[src/rtl/imem_loader.sv]
// Boot loader: parses a length-prefixed byte stream into 32-bit instruction memory writes
// and holds the core in reset until the image is complete. Optional checksum: IMEM_LOADER_CHECKSUM_EN.
module imem_loader #(
    parameter int DEPTH = 1024
) (
    input  logic        clk,
    input  logic        rst,
    input  logic        start,
    input  logic        in_valid,
    input  logic [7:0]  in_data,
    output logic        in_ready,
    output logic        we,
    output logic [31:0] waddr,
    output logic [31:0] wdata,
    output logic        cpu_rst_n,
    output logic        done,
    output logic        err
);

`ifdef IMEM_LOADER_CHECKSUM_EN
    typedef enum logic [2:0] {S_HDR0, S_HDR1, S_DATA, S_CSUM, S_DONE, S_ERROR} state_t;
`else
    typedef enum logic [2:0] {S_HDR0, S_HDR1, S_DATA, S_DONE, S_ERROR} state_t;
`endif

    state_t      r_state;
    logic [7:0]  r_nlo;
    logic [15:0] r_last;
    logic [15:0] r_word_idx;
    logic [1:0]  r_byte_idx;
    logic [23:0] r_asm;
    logic        r_we;
    logic [31:0] r_waddr;
    logic [31:0] r_wdata;
    logic        r_done;
    logic        r_err;
    logic        r_cpu_rst_n;
`ifdef IMEM_LOADER_CHECKSUM_EN
    logic [7:0]  r_csum;
`endif

    logic        w_xfer;
    logic [15:0] w_n;
    logic        w_n_bad;

    assign w_xfer  = in_valid && in_ready;
    assign w_n     = {in_data, r_nlo};
    assign w_n_bad = (w_n == 16'd0) || (32'(w_n) > 32'(DEPTH));

    always_comb begin
        in_ready = 1'b0;
        case (r_state)
            S_HDR0, S_HDR1, S_DATA: in_ready = 1'b1;
`ifdef IMEM_LOADER_CHECKSUM_EN
            S_CSUM:                 in_ready = 1'b1;
`endif
            default:                in_ready = 1'b0;
        endcase
    end

    always_ff @(posedge clk or posedge rst) begin
        if (rst) begin
            r_state     <= S_HDR0;
            r_nlo       <= 8'd0;
            r_last      <= 16'd0;
            r_word_idx  <= 16'd0;
            r_byte_idx  <= 2'd0;
            r_asm       <= 24'd0;
            r_we        <= 1'b0;
            r_waddr     <= 32'd0;
            r_wdata     <= 32'd0;
            r_done      <= 1'b0;
            r_err       <= 1'b0;
            r_cpu_rst_n <= 1'b0;
`ifdef IMEM_LOADER_CHECKSUM_EN
            r_csum      <= 8'd0;
`endif
        end else begin
            r_we <= 1'b0;
            case (r_state)
                S_HDR0: begin
                    if (w_xfer) begin
                        r_nlo   <= in_data;
                        r_state <= S_HDR1;
                    end
                end
                S_HDR1: begin
                    if (w_xfer) begin
                        r_last <= w_n - 16'd1;
                        if (w_n_bad) begin
                            r_state <= S_ERROR;
                            r_err   <= 1'b1;
                        end else begin
                            r_state <= S_DATA;
                        end
                    end
                end
                S_DATA: begin
                    if (w_xfer) begin
                        r_byte_idx <= r_byte_idx + 2'd1;
`ifdef IMEM_LOADER_CHECKSUM_EN
                        r_csum     <= r_csum ^ in_data;
`endif
                        case (r_byte_idx)
                            2'd0: r_asm[7:0]   <= in_data;
                            2'd1: r_asm[15:8]  <= in_data;
                            2'd2: r_asm[23:16] <= in_data;
                            default: begin
                                // 4th byte completes the word; the write lands while the next byte streams in
                                r_we       <= 1'b1;
                                r_waddr    <= {14'd0, r_word_idx, 2'b00};
                                r_wdata    <= {in_data, r_asm};
                                r_word_idx <= r_word_idx + 16'd1;
                                if (r_word_idx == r_last) begin
`ifdef IMEM_LOADER_CHECKSUM_EN
                                    r_state     <= S_CSUM;
`else
                                    r_state     <= S_DONE;
                                    r_done      <= 1'b1;
                                    r_cpu_rst_n <= 1'b1;
`endif
                                end
                            end
                        endcase
                    end
                end
`ifdef IMEM_LOADER_CHECKSUM_EN
                S_CSUM: begin
                    if (w_xfer) begin
                        if (in_data == r_csum) begin
                            r_state     <= S_DONE;
                            r_done      <= 1'b1;
                            r_cpu_rst_n <= 1'b1;
                        end else begin
                            r_state <= S_ERROR;
                            r_err   <= 1'b1;
                        end
                    end
                end
`endif
                S_DONE, S_ERROR: begin
                    if (start) begin
                        r_state     <= S_HDR0;
                        r_word_idx  <= 16'd0;
                        r_byte_idx  <= 2'd0;
                        r_done      <= 1'b0;
                        r_err       <= 1'b0;
                        r_cpu_rst_n <= 1'b0;
`ifdef IMEM_LOADER_CHECKSUM_EN
                        r_csum      <= 8'd0;
`endif
                    end
                end
                default: r_state <= S_HDR0;
            endcase
        end
    end

    assign we        = r_we;
    assign waddr     = r_waddr;
    assign wdata     = r_wdata;
    assign done      = r_done;
    assign err       = r_err;
    assign cpu_rst_n = r_cpu_rst_n;

endmodule

[config.mk]
export PLATFORM = sky130hd
export DESIGN_NAME = imem_loader
export DESIGN_NICKNAME = d
export VERILOG_FILES = /design/src/rtl/imem_loader.sv
export SDC_FILE = /design/constraint.sdc
export NUM_CORES = 1
export LEC_CHECK = 0
export BUFFER_PORTS_ARGS = -buffer_cell sky130_fd_sc_hd__buf_2
export CAP_MARGIN = 0
export CORE_ASPECT_RATIO = 1.25
export CORE_UTILIZATION = 40
export DETAILED_ROUTE_END_ITERATION = 10
export GPL_ROUTABILITY_DRIVEN = 0
export GPL_TIMING_DRIVEN = 0
export PLACE_DENSITY = 0.66
export RECOVER_POWER = 100
export SLEW_MARGIN = 10
export SYNTH_ARGS = -nofsm -noshare
export SYNTH_HDL_FRONTEND = slang
export SYNTH_SLANG_ARGS = --single-unit
[constraint.sdc]
create_clock -name clk -period 11.4 [get_ports clk]
set_clock_uncertainty 0.05 [all_clocks]
set_input_delay 2.28 -clock clk [delete_from_list [all_inputs] [get_ports clk]]
set_output_delay 2.28 -clock clk [all_outputs]
set_load 0.01 [all_outputs]
==> impl_metrics.ini <==
[outcome]
status = finished, violations left
violations = capacitance limit, slew limit

[clocking]
cts_num_sinks = 120
post_cts_buffers = 0
ctsResizeCount = 0
cts_root_buffer = clkbuf_16
clock_tree.htree_level_count = 4
hold_buffers = 0
cts.clk_slew.worst_paths_ps = 50
clk_path_buf_depth = 2
clk-insertion-delay-late_ps = 400
cts_tree = built
cts_made_buffers = 17

[cells_and_area]
multiInputGateArea_sq_um = 2260
nFillCells = 1280
drive_gt1_share_pct = 15.1
seq_area_sq_um = 3000
stdcell_count = 827
antenna_cells = 0
nets = 663
syn2layout_area_growth_pct = 19.4

[route]
avgViaCountPerCell = 4.96
post-route-drc-count = 0
drt_first_pass_iters = 4
drt_iter0_markers = 195
wl_um = 12700
drt.antenna.violating_nets = 0
wl_per_cell_um = 15.4
vias = 4104

[setup_path]
critPathLaunchType = primary input
end_kind = asynchronous set/reset pin
rr_worst_depth = 7
path_cells = buf_2, clkinvlp_2, clkbuf_1
critPathKind = in -> async
timing.rr.start = r_state[2]
cp.required_ps = 11070
cpPeakStageDelay_ps = 2530
r2r_setup_slack_ps = 8910
r2r_end = waddr[12]
cp_max_fo = 66
crit_path_top_delay_cell = clkbuf_1
crit_arrival_ps = 6270

[global_routing]
overflow = 0
grt_pass1_vias = 4179
track_usage_pct = 19.3
grt_max_degree = 67
grt_antenna_before_repair = 0
grt_pass1_wl_um = 21300

[timing]
fin_crit_sh_pct = 57.8
setup_violations = 0
finalHoldViolations = 0
slew_headroom_pct = -132
min_period_ps = 6590
tightest_slew_ps = 3480
hold_slack_ps = 410
max_freq_mhz = 152
drv_slew = 123
grt_setup_unrepaired = false
fin_tns_setup_ps = 0

[synthesis]
postSynthCellCount = 550
synthesis.area_sq_um = 5590
synth_top_cell_by_area = dfrtp_1
synth_warnings = 0
synth-seq-cells = 120
yosysSeqAreaShare_pct = 53.8
netlist.area_leader.share_pct = 53.8
ys_types = 50
synth-edff-count = 0
ys.flop_type = dfrtp_1
yosysMostFrequentCell = nand2_1
synth_commonest_cells = nand2_1 (160), dfrtp_1 (120), nor2_1 (40)
async_flop_share_pct = 100
syn_avg_cell_area_sq_um = 10.2
synth_area_leaders = dfrtp_1 (54%), nand2_1 (11%), mux2_2 (6.3%)

[placed_design]
dpl.cell_count = 796
portBuffers = 59
hpwlAfterDp_um = 8840

[pwr]
pwr-share-clk_pct = 43.1
pwr-share-comb_pct = 16.9
power_switching_uw = 368
p_leak_uw = 0.00321
pwr-share-seq_pct = 40.0
finalPower_uw = 1380
ir_drop_mv = 0.113
p_int_uw = 1010
powerDensity_nw_per_um2 = 207
switching_share_pct = 26.7

[floorplanning]
core_sq_um = 13400
start_util_pct = 41.7
rows = 47
die-width_um = 108
ios = 81
die_h_um = 134
dieArea_sq_um = 14400

[job]
cap_violations = 2

[hold_path]
whs_path_depth = 2
min_from = r_asm[8]
whs_endpoint = wdata[8]
hp-class = reg -> reg
power by group through the flow:
stage / combinational [uW] / clock [uW] / sequential (uW)
2_1_floorplan: 183 / 0 / 547
3_3_place_gp: 232 / 0 / 552
3_5_place_dp: 241 / 0 / 557
4_1_cts: 245 / 604 / 551
5_1_grt: 262 / 625 / 560
6_report: 234 / 595 / 552
placed cells by master (no fill, tap or decap), drive strengths merged, types with 2 or more instances in the layout:
master / netlist / routed
a21oi: 22 / 22
nor4: 6 / 6
nor2: 40 / 40
xor2: 20 / 20
a211oi: 10 / 10
ha: 7 / 7
o21ai: 5 / 5
nand2: 161 / 161
a31oi: 4 / 4
nand2b: 3 / 3
a22o: 3 / 3
and4: 2 / 2
o31ai: 2 / 2
xnor2: 22 / 22
nand4: 7 / 7
inv: 8 / 7
clkbuf: 13 / 97
clkinv: 0 / 3
bufinv: 0 / 5
nor3: 9 / 9
or3: 3 / 3
mux2: 31 / 31
conb: 1 / 16
nand3: 5 / 5
buf: 32 / 31
dfrtp: 120 / 120
flip-flops by register name (all words and copies together) (netlist names):
signal / flops
r_nlo: 8
err: 1
r_asm: 24
cpu_rst_n: 1
r_word_idx: 16
r_last: 16
r_byte_idx: 2
r_state: 3
waddr: 16
we: 1
wdata: 32
metrics by stage:
stage	area, sq um	util [%]	setup slack (ps)
2_1_floorplan	5640	-	5880
3_3_place_gp	6150	45.9	4750
3_5_place_dp	6180	46.1	7530
4_1_cts	6850	51.1	7560
5_1_grt	6670	49.7	3770
6_report	6670	49.7	4810
critical path: cells and delay by family:
kind	cells	cell delay, ps
buf+inv	3	3930
area by class of cell:
| cell class | instances | area share [%] |
|---|---|---|
| plain buffers | 45 | 3.92 |
| well taps | 171 | 3.21 |
| inverters | 8 | 0.469 |
| clock buffers | 23 | 7.47 |
| clock inverters | 8 | 2.48 |
| repair buffers | 60 | 3.49 |
| multi-input cells | 392 | 34.0 |
| flip-flops and latches | 120 | 45.0 |
worst max-delay path by stage:
stage	from	to	cells after the start
final	rst	r_asm[6]	3
after global routing	rst	wdata[26]	3
after CTS	r_state[2]	in_ready	3
after detailed placement	in_data[0]	r_state[2]	6
after global placement	rst	wdata[20]	2
after floorplan	rst	cpu_rst_n	1
logic make-up (layout without fill, tap and decap cells):
family / count (synthesis) / after routing / synth area share [%]
adders and majority gates: 7 / 7 / 1.57
xor gates and xnor gates: 42 / 42 / 6.59
DFF: 120 / 120 / 53.8
buffers and inverters: 53 / 144 / 5.65
AOI/OAI and AO/OA: 52 / 52 / 6.72
and+or+nand+nor: 243 / 243 / 19.2
other: 1 / 16 / 0.0671
muxes: 32 / 32 / 6.43
layer usage:
metal,up-vias,global-route usage (%),wire length (um)
met2,111,31.3,6370
met1,1993,23.6,5450
li1,1972,-,-
met3,28,4.32,539
met5,-,0,0
met4,0,10.6,348
Note: power is estimated with default switching activity, not from simulation.
